File: src/rtl/id_decode_stage_if.sv
// Fetch/decode/execute handshake bundle for id_decode_stage.
// slave: the decode stage; master: the fetch+execute side driving it.
interface id_decode_stage_if #(
  parameter int PC_W        = 32,
  parameter int STALL_CNT_W = 16
);
  logic                   i_valid;
  logic                   o_ready;
  logic [31:0]            i_instr;
  logic [PC_W-1:0]        i_pc;
  logic                   i_flush;
  logic                   o_valid;
  logic                   i_ready;
  logic [PC_W-1:0]        o_pc;
  logic [5:0]             o_funct;
  logic [4:0]             o_rs;
  logic [4:0]             o_rt;
  logic [4:0]             o_dst;
  logic [4:0]             o_sa;
  logic [31:0]            o_imm_ext;
  logic [PC_W-1:0]        o_target;
  logic                   o_pc_modify;
  logic                   o_link;
  logic                   o_cmp;
  logic                   o_equal;
  logic                   o_imm_sel;
  logic                   o_mem_op;
  logic                   o_mem_store;
  logic                   o_unsign;
  logic                   o_reg_write;
  logic                   o_illegal;
  logic [1:0]             o_addr_type;
  logic [1:0]             o_mem_size;
  logic [STALL_CNT_W-1:0] o_stall_cnt;

  modport slave (
    input  i_valid, i_instr, i_pc, i_flush, i_ready,
    output o_ready, o_valid, o_pc, o_funct, o_rs, o_rt,
    output o_dst, o_sa, o_imm_ext, o_target,
    output o_pc_modify, o_link, o_cmp, o_equal, o_imm_sel,
    output o_mem_op, o_mem_store, o_unsign, o_reg_write,
    output o_illegal, o_addr_type, o_mem_size, o_stall_cnt
  );

  modport master (
    output i_valid, i_instr, i_pc, i_flush, i_ready,
    input  o_ready, o_valid, o_pc, o_funct, o_rs, o_rt,
    input  o_dst, o_sa, o_imm_ext, o_target,
    input  o_pc_modify, o_link, o_cmp, o_equal, o_imm_sel,
    input  o_mem_op, o_mem_store, o_unsign, o_reg_write,
    input  o_illegal, o_addr_type, o_mem_size, o_stall_cnt
  );
endinterface

File: src/rtl/id_decode_stage.sv
// Registered MIPS decode stage: fields, immediates, targets, flags.
// Ports: i_clk, i_rst_n, bus (slave). DECODE_HAZARD_EN adds load-use stall.
module id_decode_stage #(
  parameter int PC_W        = 32,
  parameter int LINK_REG    = 31,
  parameter int STALL_CNT_W = 16
) (
  input logic         i_clk,
  input logic         i_rst_n,
  id_decode_stage_if.slave bus
);
  typedef struct packed {
    logic [PC_W-1:0] pc;
    logic [5:0]      funct;
    logic [4:0]      rs;
    logic [4:0]      rt;
    logic [4:0]      dst;
    logic [4:0]      sa;
    logic [31:0]     imm;
    logic [PC_W-1:0] target;
    logic            pc_modify;
    logic            link;
    logic            cmp;
    logic            equal;
    logic            imm_sel;
    logic            mem_op;
    logic            mem_store;
    logic            unsign;
    logic            reg_write;
    logic            illegal;
    logic [1:0]      addr_type;
    logic [1:0]      mem_size;
  } dec_t;

  dec_t d, q;
  logic valid;
  logic hazard;
  logic accept;

  logic [31:0]     ins;
  logic [5:0]      op;
  logic [15:0]     imm;
  logic [31:0]     sext;
  logic [31:0]     boff;
  logic [PC_W-1:0] pc4;
  logic [31:0]     pc4_w;
  logic [31:0]     jt;
  logic is_r, is_j, is_jal, is_br;
  logic is_ari, is_ld, is_st;

  assign ins   = bus.i_instr;
  assign op    = ins[31:26];
  assign imm   = ins[15:0];
  assign sext  = {{16{imm[15]}}, imm};
  assign boff  = {sext[29:0], 2'b00};
  assign pc4   = bus.i_pc + PC_W'(4);
  assign pc4_w = 32'(pc4);
  // upper PC bits of pc+4 splice onto the 26-bit word offset
  assign jt    = {pc4_w[31:28], ins[25:0], 2'b00};

  assign is_r   = op == 6'b000000;
  assign is_j   = op == 6'b000010;
  assign is_jal = op == 6'b000011;
  assign is_br  = op[5:1] == 5'b00010;
  assign is_ari = op[5:3] == 3'b001;
  assign is_ld  = op[5:3] == 3'b100 && op[1:0] != 2'b10;
  assign is_st  = op[5:2] == 4'b1010 && op[1:0] != 2'b10;

  always_comb begin
    d    = '0;
    d.pc = bus.i_pc;
    unique case (1'b1)
      is_r: begin
        d.rs = ins[25:21];
        if (ins[5:1] == 5'b00100) begin
          d.pc_modify = 1'b1;
          d.link      = ins[0];
          d.reg_write = ins[0];
          d.dst       = ins[0] ? ins[15:11] : 5'd0;
        end else begin
          d.funct     = ins[5:0];
          d.rt        = ins[20:16];
          d.dst       = ins[15:11];
          d.sa        = ins[10:6];
          d.reg_write = 1'b1;
        end
      end
      is_j, is_jal: begin
        d.target    = jt[PC_W-1:0];
        d.pc_modify = 1'b1;
        d.addr_type = 2'b01;
        d.link      = is_jal;
        d.reg_write = is_jal;
        d.dst       = is_jal ? 5'(LINK_REG) : 5'd0;
      end
      is_br: begin
        d.rs        = ins[25:21];
        d.rt        = ins[20:16];
        d.imm       = sext;
        d.target    = pc4 + boff[PC_W-1:0];
        d.pc_modify = 1'b1;
        d.cmp       = 1'b1;
        d.equal     = ~op[0];
        d.addr_type = 2'b10;
      end
      is_ari: begin
        d.funct     = {3'b000, op[2:0]};
        d.rs        = ins[25:21];
        d.dst       = ins[20:16];
        d.imm_sel   = 1'b1;
        d.reg_write = 1'b1;
        unique case (op[2:0])
          3'b100, 3'b101, 3'b110: d.imm = {16'h0, imm};
          3'b111:                 d.imm = {imm, 16'h0};
          default:                d.imm = sext;
        endcase
      end
      is_ld, is_st: begin
        d.funct     = {3'b000, op[2:0]};
        d.rs        = ins[25:21];
        d.rt        = is_st ? ins[20:16] : 5'd0;
        d.dst       = is_ld ? ins[20:16] : 5'd0;
        d.imm       = sext;
        d.imm_sel   = 1'b1;
        d.mem_op    = 1'b1;
        d.mem_store = is_st;
        d.mem_size  = op[1:0];
        d.unsign    = is_ld & op[2];
        d.reg_write = is_ld;
      end
      default: d.illegal = 1'b1;
    endcase
  end

`ifdef DECODE_HAZARD_EN
  logic [STALL_CNT_W-1:0] stall_cnt;

  assign hazard = bus.i_valid && valid && q.mem_op &&
                  !q.mem_store && q.dst != 5'd0 &&
                  (d.rs == q.dst || d.rt == q.dst);

  always_ff @(posedge i_clk or negedge i_rst_n) begin
    if (!i_rst_n)
      stall_cnt <= '0;
    else if (!bus.i_flush && hazard && bus.i_ready &&
             stall_cnt != '1)
      stall_cnt <= stall_cnt + 1'b1;
  end

  assign bus.o_stall_cnt = stall_cnt;
`else
  assign hazard          = 1'b0;
  assign bus.o_stall_cnt = '0;
`endif

  assign bus.o_ready = (!valid || bus.i_ready) && !hazard;
  assign accept      = bus.i_valid && bus.o_ready;

  // a stalled cycle with i_ready simply drains to a bubble
  always_ff @(posedge i_clk or negedge i_rst_n) begin
    if (!i_rst_n) begin
      valid <= 1'b0;
      q     <= '0;
    end else if (bus.i_flush) begin
      valid <= 1'b0;
    end else if (accept) begin
      valid <= 1'b1;
      q     <= d;
    end else if (bus.i_ready) begin
      valid <= 1'b0;
    end
  end

  assign bus.o_valid     = valid;
  assign bus.o_pc        = q.pc;
  assign bus.o_funct     = q.funct;
  assign bus.o_rs        = q.rs;
  assign bus.o_rt        = q.rt;
  assign bus.o_dst       = q.dst;
  assign bus.o_sa        = q.sa;
  assign bus.o_imm_ext   = q.imm;
  assign bus.o_target    = q.target;
  assign bus.o_pc_modify = q.pc_modify;
  assign bus.o_link      = q.link;
  assign bus.o_cmp       = q.cmp;
  assign bus.o_equal     = q.equal;
  assign bus.o_imm_sel   = q.imm_sel;
  assign bus.o_mem_op    = q.mem_op;
  assign bus.o_mem_store = q.mem_store;
  assign bus.o_unsign    = q.unsign;
  assign bus.o_reg_write = q.reg_write;
  assign bus.o_illegal   = q.illegal;
  assign bus.o_addr_type = q.addr_type;
  assign bus.o_mem_size  = q.mem_size;
endmodule
File: src/flat_wrapper.sv
// flat-port wrapper written by rule: the top's interface ports become plain ports
module id_decode_stage_flat 
#(
  parameter int PC_W        = 32,
  parameter int LINK_REG    = 31,
  parameter int STALL_CNT_W = 16
)
  (i_clk, i_rst_n, bus_i_valid, bus_i_instr, bus_i_pc, bus_i_flush, bus_i_ready, bus_o_ready, bus_o_valid, bus_o_pc, bus_o_funct, bus_o_rs, bus_o_rt, bus_o_dst, bus_o_sa, bus_o_imm_ext, bus_o_target, bus_o_pc_modify, bus_o_link, bus_o_cmp, bus_o_equal, bus_o_imm_sel, bus_o_mem_op, bus_o_mem_store, bus_o_unsign, bus_o_reg_write, bus_o_illegal, bus_o_addr_type, bus_o_mem_size, bus_o_stall_cnt);
  id_decode_stage_if #(.PC_W(PC_W), .STALL_CNT_W(STALL_CNT_W)) bus_i ();
  input logic i_clk;
  input logic i_rst_n;
  input wire logic [$bits(bus_i.i_valid)-1:0] bus_i_valid;
  input wire logic [$bits(bus_i.i_instr)-1:0] bus_i_instr;
  input wire logic [$bits(bus_i.i_pc)-1:0] bus_i_pc;
  input wire logic [$bits(bus_i.i_flush)-1:0] bus_i_flush;
  input wire logic [$bits(bus_i.i_ready)-1:0] bus_i_ready;
  output wire logic [$bits(bus_i.o_ready)-1:0] bus_o_ready;
  output wire logic [$bits(bus_i.o_valid)-1:0] bus_o_valid;
  output wire logic [$bits(bus_i.o_pc)-1:0] bus_o_pc;
  output wire logic [$bits(bus_i.o_funct)-1:0] bus_o_funct;
  output wire logic [$bits(bus_i.o_rs)-1:0] bus_o_rs;
  output wire logic [$bits(bus_i.o_rt)-1:0] bus_o_rt;
  output wire logic [$bits(bus_i.o_dst)-1:0] bus_o_dst;
  output wire logic [$bits(bus_i.o_sa)-1:0] bus_o_sa;
  output wire logic [$bits(bus_i.o_imm_ext)-1:0] bus_o_imm_ext;
  output wire logic [$bits(bus_i.o_target)-1:0] bus_o_target;
  output wire logic [$bits(bus_i.o_pc_modify)-1:0] bus_o_pc_modify;
  output wire logic [$bits(bus_i.o_link)-1:0] bus_o_link;
  output wire logic [$bits(bus_i.o_cmp)-1:0] bus_o_cmp;
  output wire logic [$bits(bus_i.o_equal)-1:0] bus_o_equal;
  output wire logic [$bits(bus_i.o_imm_sel)-1:0] bus_o_imm_sel;
  output wire logic [$bits(bus_i.o_mem_op)-1:0] bus_o_mem_op;
  output wire logic [$bits(bus_i.o_mem_store)-1:0] bus_o_mem_store;
  output wire logic [$bits(bus_i.o_unsign)-1:0] bus_o_unsign;
  output wire logic [$bits(bus_i.o_reg_write)-1:0] bus_o_reg_write;
  output wire logic [$bits(bus_i.o_illegal)-1:0] bus_o_illegal;
  output wire logic [$bits(bus_i.o_addr_type)-1:0] bus_o_addr_type;
  output wire logic [$bits(bus_i.o_mem_size)-1:0] bus_o_mem_size;
  output wire logic [$bits(bus_i.o_stall_cnt)-1:0] bus_o_stall_cnt;
  assign bus_i.i_valid = bus_i_valid;
  assign bus_i.i_instr = bus_i_instr;
  assign bus_i.i_pc = bus_i_pc;
  assign bus_i.i_flush = bus_i_flush;
  assign bus_i.i_ready = bus_i_ready;
  assign bus_o_ready = bus_i.o_ready;
  assign bus_o_valid = bus_i.o_valid;
  assign bus_o_pc = bus_i.o_pc;
  assign bus_o_funct = bus_i.o_funct;
  assign bus_o_rs = bus_i.o_rs;
  assign bus_o_rt = bus_i.o_rt;
  assign bus_o_dst = bus_i.o_dst;
  assign bus_o_sa = bus_i.o_sa;
  assign bus_o_imm_ext = bus_i.o_imm_ext;
  assign bus_o_target = bus_i.o_target;
  assign bus_o_pc_modify = bus_i.o_pc_modify;
  assign bus_o_link = bus_i.o_link;
  assign bus_o_cmp = bus_i.o_cmp;
  assign bus_o_equal = bus_i.o_equal;
  assign bus_o_imm_sel = bus_i.o_imm_sel;
  assign bus_o_mem_op = bus_i.o_mem_op;
  assign bus_o_mem_store = bus_i.o_mem_store;
  assign bus_o_unsign = bus_i.o_unsign;
  assign bus_o_reg_write = bus_i.o_reg_write;
  assign bus_o_illegal = bus_i.o_illegal;
  assign bus_o_addr_type = bus_i.o_addr_type;
  assign bus_o_mem_size = bus_i.o_mem_size;
  assign bus_o_stall_cnt = bus_i.o_stall_cnt;
  id_decode_stage #(.PC_W(PC_W), .LINK_REG(LINK_REG), .STALL_CNT_W(STALL_CNT_W)) u_core (.i_clk(i_clk), .i_rst_n(i_rst_n), .bus(bus_i));
endmodule
File: config.mk
export PLATFORM = sky130hd
export DESIGN_NAME = id_decode_stage_flat
export DESIGN_NICKNAME = d
export VERILOG_FILES = /design/src/rtl/id_decode_stage_if.sv /design/src/rtl/id_decode_stage.sv /design/src/flat_wrapper.sv
export SDC_FILE = /design/constraint.sdc
export NUM_CORES = 1
export LEC_CHECK = 0
export ABC_AREA = 1
export BUFFER_PORTS_ARGS = -buffer_cell sky130_fd_sc_hd__buf_2
export CORE_ASPECT_RATIO = 0.6
export CORE_MARGIN = 2
export CORE_UTILIZATION = 50
export CTS_CLUSTER_DIAMETER = 60
export DETAILED_ROUTE_END_ITERATION = 6
export GPL_TIMING_DRIVEN = 0
export PLACE_DENSITY_LB_ADDON = 0.25
export SYNTH_ARGS = -nofsm -noshare
export SYNTH_HDL_FRONTEND = slang
export SYNTH_SLANG_ARGS = --single-unit
File: constraint.sdc
create_clock -name i_clk -period 3.45 [get_ports i_clk]
set_input_delay 0.345 -clock i_clk [delete_from_list [all_inputs] [get_ports i_clk]]
set_output_delay 0.345 -clock i_clk [all_outputs]
set_load 0.02 [all_outputs]
Yosys cells after proc, flatten, opt, wreduce, memory -nomap -nowiden

Index checks and enable logic that the tools add are counted.

Add/subtract/negate cells: 2
Muxes and demuxes: 30
Reduce and logical (&&, ||, !) cells: 16
Equality and inequality tests: 12
Bitwise logic cells: 3

Operator list:

| kind                  | number |
|---|---|
| $pmux 32 s2           | 3 |
| $mux 5                | 9 |
| $add 32x3->32 const B | 1 |
| $add 32x32->32        | 1 |
| $pmux 5 s4            | 1 |
| $eq 3x3->1 const B    | 5 |
| $pmux 5 s3            | 1 |
| $eq 6x2->1 const B    | 2 |
| $pmux 6 s2            | 1 |
| $reduce_or 3->1       | 4 |
| $reduce_or 7->1       | 1 |
| $logic_not 6->1       | 1 |
| $mux 1                | 6 |
| $mux 2                | 3 |
| $mux 6                | 1 |
| $eq 5x2->1 const B    | 1 |
| $eq 5x3->1 const B    | 1 |
| $reduce_or 5->1       | 1 |
| $eq 4x4->1 const B    | 1 |
| $pmux 1 s2            | 2 |
| $pmux 1 s4            | 1 |
| $pmux 2 s2            | 1 |
| $reduce_or 2->1       | 2 |
| $eq 3x1->1 const B    | 1 |
| other kinds (9)       | 12 |

Register bits after elaboration: 137
Input bits: 69
Logic and storage cells: 84

Logic depth before layout (Yosys ltp)

Depth after elaboration: 5
Gate-level depth with buffers: 24
Depth with buffers taken out: 24

Worst setup path before layout

No wires, ideal clock.

Kind: input-to-reg
From: in bus_i_pc[2]
To: reg u_core.q (netlist bit u_core.bus.o_target[23])
Path slack: 786 ps
Stages: 20
Required time: 3333 ps
Data arrival time: 2547 ps
Path buffers: 0
Cells stage by stage: ha_1 inv_1 nor3_4 nand2_2 nor2_1 and3_2 nand2_1 xor2_1 ha_1 nand2_1 nor2_1 nand2_1 nor2_1 nand2_1 nand3_1 nand2_1 nand2_1 o21ai_0 nand2_1 nand2_1

Longest elaborated chain between the ends: 3

Ends and longest elaborated chain:

| item                 | line                   | RTL |
|---|---|---|
| from (decl)          | flat_wrapper.sv:14     | `input wire logic [$bits(bus_i.i_pc)-1:0] bus_i_pc;` |
| $add 32x3->32        | id_decode_stage.sv:56  | `assign pc4 = bus.i_pc + PC_W'(4);` |
| $add 32x32->32       | id_decode_stage.sv:100 | `d.target = pc4 + boff[PC_W-1:0];` |
| $pmux 32 s2          | id_decode_stage.sv:72  | `unique case (1'b1)` |
| to (signal assigned) | id_decode_stage.sv:163 | `q <= '0;` |
| to (signal assigned) | id_decode_stage.sv:168 | `q <= d;` |
| to (decl)            | id_decode_stage.sv:35  | `dec_t d, q;` |

No other way between the ends.
A chain may end at the register's enable or synchronous reset.

Final worst setup path

From: in bus_i_pc[3]
To: reg u_core.q (netlist bit u_core.bus.o_target[23])

Same word-level chain as after synthesis.

==> flow_summary.toml <==
[run_status]
status = "complete, no violations"

[placed_design]
placed_cells = 1751
placement.io_buffers = 206
routabilityCongestion = 0.9690
detailed_place.area_mm2 = 0.01034
pre_cts_slack_ns = -0.02541
hpwlAfterDp_mm = 24.91

[die]
core_ar_mm2 = 0.01731
io_pins = 223
initial_utilization_pct = 51.53
die_extent_in_x_um = 176.5
floorplan.rows = 37
chipHeight_um = 107.5
fp.dieArea_mm2 = 0.01896

[final_layout]
design.final.nets = 1645
n_antenna_cell = 0
layout-area-overhead-vs-synth_pct = 22.38
seqCellArea_mm2 = 0.003403
n_fill_cell = 1683
post_route_cells_drive_above_1_share_pct = 19.30
finalInstanceArea_mm2 = 0.01092
postLayoutCoreUtil_pct = 63.07
multi_input_comb_area_mm2 = 0.004609
stdcell_count = 1783

[timing]
maxClockFrequency_mhz = 318.1
slew_headroom_pct = 47.01
number_of_failing_setup_endpoints_in_the_final_timing_report = 0
finalHoldWorstSlack_ns = 0.08210
setup_ws_ns = 0.3068
final_hold_viol_count = 0
fin_tns_setup_ns = 0
period_share_pct = 91.11
final-max-slew-violation-count = 0
period_needed_ns = 3.143
skew_ns = 0.007854
tightestPinTransition_ns = 0.7948
grt_setup_unrepaired = "false"

[synthesis]
synth.area.top_cells = "dfrtp_1 (38%), nand2_1 (20%), inv_1 (7.3%)"
syn_area_mm2 = 0.008922
ys_seq_area_share_pct = 38.14
synth.top_cells.by_count = "nand2_1 (480), inv_1 (174), dfrtp_1 (136)"
asyncSetResetFlopFracSynth_pct = 100.0
syn-mean-instance-area_um2 = 6.890
synth.most_common_cell = "nand2_1"
number_of_synthesized_flops_with_an_enable_pin = 0
ys.flop_type = "dfrtp_1"
yosys_warnings = 0
synth_largest_type_area_fraction_pct = 38.14
post-synth-top-area-cell = "dfrtp_1"
synthesis.instances = 1295
ys_types = 43
synth.ff_latch_count = 136

[global_route]
grt_remaining_overflow = 0
grt_pass1_wl_mm = 48.42
grt_pass1_vias = 8626
grt_antenna_before_repair = 0
grt_use_total_pct = 33.61
maximum_number_of_pins_on_one_net_before_global_route_repair = 92

[clock_tree]
cts_max_level = 4
cts_num_sinks = 136
cts_tree = "built"
clock_pin_slew_on_the_worst_setup_and_hold_paths_ns = 0.06
post_cts_buffers = 0
clk-insertion-delay-late_ns = 0.43
cts_inserted_buffers = 17
max-clock-path-buffers = 2
ctsRootBufferMaster = "clkbuf_16"

[critical_path]
critical_path.slowest_cell = "ha_1"
path_class = "input pin to flop"
crit_path_end_kind = "flop"
ff2ff_setup_slack_ns = 1.48
cp-start-kind = "input pin"
critical-path-max-stage-delay_ns = 0.39
critical_path.cell_chain = "buf_2 -> ha_1 -> inv_1 -> nor3_4 -> nand2_2 -> nor2_1 -> and3_2 -> xnor2_1 -> inv_1 -> ha_1 -> nand2_1 -> nor2_1 -> nand2_1 -> nor2_1 -> nand2_1 -> nand3_1 -> nor2_1 -> o21ai_0 -> nand2_1 -> nand2_1"
reg2reg_from = "u_core.bus.o_valid$_DFFE_PN0P_"
critPathLaunch = "bus_i_pc[3]"
most_repeated_library_cell_on_the_critical_path = "nand2_1"
cp_data_required_time_ns = 3.82
worst-path-max-fanout = 5
path_delay_family = "simple AND/OR/NAND/NOR gates"
cp_data_arrival_time_ns = 3.51
worstPathBufferInverterCount = 3

[power_and_ir_drop]
sw_frac_of_total_pct = 35.21
p_total_mw = 4.921
power_per_cell_area_mw_per_mm2 = 450.7
sw_power_mw = 1.733
share_clk_of_total_power_pct = 37.5
sequentialPowerShare_pct = 37.0
vdd.ir_drop.worst_mv = 0.3316
power.share.combinational_pct = 25.5
cellInternalPower_mw = 3.188
power.leakage_nw = 6.353

[routing]
vias_per_cell = 5.352
detail_route.first_pass.iterations = 7
initialDrtViolationCount = 1206
detail_route.wl_per_cell_um = 17.70
remaining_drc_errors = 0
ant_nets = 0
totalWireLength_mm = 31.55
vias_post_dr = 9542

[run]
max_cap_violations = 0

[hold_path]
hp-class = "input pin to flop"
hold_path.startpoint = "bus_i_flush"
-- cell type report --
class                   instances  share of cell area [%]
plain buffers                  52                   2.624
multi-input cells             941                   42.21
clock inverters                14                   1.352
clock buffers                  17                   3.896
well taps                     234                   2.681
repair buffers                208                   9.843
flip-flops and latches        136                   31.17
inverters                     181                   6.222
-- sequential cells by signal (all words and copies together), names as in the netlist, 2 cells and up --
register and flops:
u_core.bus.o_mem_size 2, u_core.bus.o_addr_type 2, u_core.bus.o_pc 32, u_core.bus.o_rt 5, u_core.bus.o_imm_ext 32, u_core.bus.o_dst 5, u_core.bus.o_target 32, u_core.bus.o_rs 5
u_core.bus.o_funct 6, u_core.bus.o_sa 5
-- kinds of logic (layout without fill, tap and decap cells) --
| kind of cell | after synthesis | in the layout | synth area share (%) |
|---|---|---|---|
| buf+inv | 233 | 472 | 10.83 |
| xor+xnor | 31 | 31 | 3.043 |
| flops | 136 | 136 | 38.14 |
| other cells | 1 | 16 | 0.04203 |
| simple gates | 673 | 673 | 30.87 |
| compound gates | 182 | 182 | 11.53 |
| fa+ha+maj | 39 | 39 | 5.553 |
-- power groups by stage --
| stage | combinational, mW | sequential, mW | clock [mW] |
|---|---|---|---|
| floorplan | 0.562 | 2.03 | 0 |
| global placement | 1.20 | 1.84 | 0 |
| detailed placement | 1.22 | 1.85 | 0 |
| CTS | 1.23 | 1.82 | 1.83 |
| global route | 1.37 | 1.84 | 1.92 |
| finish | 1.25 | 1.82 | 1.85 |
-- routing by layer --
layer	routed length (um)	GRT usage, %	vias up
li1	-	-	4547
met2	11960	44.90	571
met3	4371	9.887	49
met5	0	0	-
met4	430	6.553	0
met1	14790	52.78	4375
-- worst paths after layout --
| path | depth (start not counted) | endpoint |
|---|---|---|
| worst max-delay path | 20 | u_core.bus.o_target[23]$_DFFE_PN0P_ |
| worst min-delay path | 2 | u_core.bus.o_valid$_DFFE_PN0P_ |
| min in group asynchronous | 2 | u_core.bus.o_imm_ext[10]$_DFFE_PN0P_ |
| worst min register to register | 2 | u_core.bus.o_pc[1]$_DFFE_PN0P_ |
| max in group asynchronous | 3 | u_core.bus.o_target[28]$_DFFE_PN0P_ |
| worst max register to register | 9 | u_core.bus.o_imm_ext[10]$_DFFE_PN0P_ |
-- placed cells by master, fill, tap and decap left out, types with 2 or more instances in the layout --
| cell | n |
|---|---|
| o31ai_1 | 7 |
| buf_1 | 4 |
| o21ai_0 | 80 |
| clkinv_4 | 2 |
| nand3_1 | 65 |
| clkinvlp_4 | 2 |
| nor3_1 | 15 |
| xnor2_1 | 4 |
| clkbuf_16 | 17 |
| xor2_1 | 27 |
| nand2_1 | 480 |
| nand2_2 | 2 |
| buf_4 | 19 |
| nand3_2 | 3 |
| nand4_1 | 10 |
| o211ai_1 | 2 |
| clkbuf_1 | 13 |
| bufinv_16 | 2 |
| a21o_1 | 2 |
| a31oi_1 | 3 |
| conb_1 | 16 |
| inv_6 | 4 |
| a22oi_1 | 14 |
| nor3_2 | 4 |
| inv_2 | 6 |
| buf_2 | 221 |
| ha_1 | 38 |
| a21oi_1 | 60 |
| nor2_1 | 80 |
| dfrtp_1 | 136 |
| clkinv_2 | 4 |
| inv_1 | 174 |
| nand3b_1 | 2 |
| o221ai_1 | 8 |
| nor2_2 | 6 |
-- timing repair --
action | 4_1_cts | 5_1_grt
hold buffers | 1 | 0
resized for setup | 0 | 0
hold endpoints to repair | 45 | 0
No activity file was read; power rests on OpenSTA's default activity.
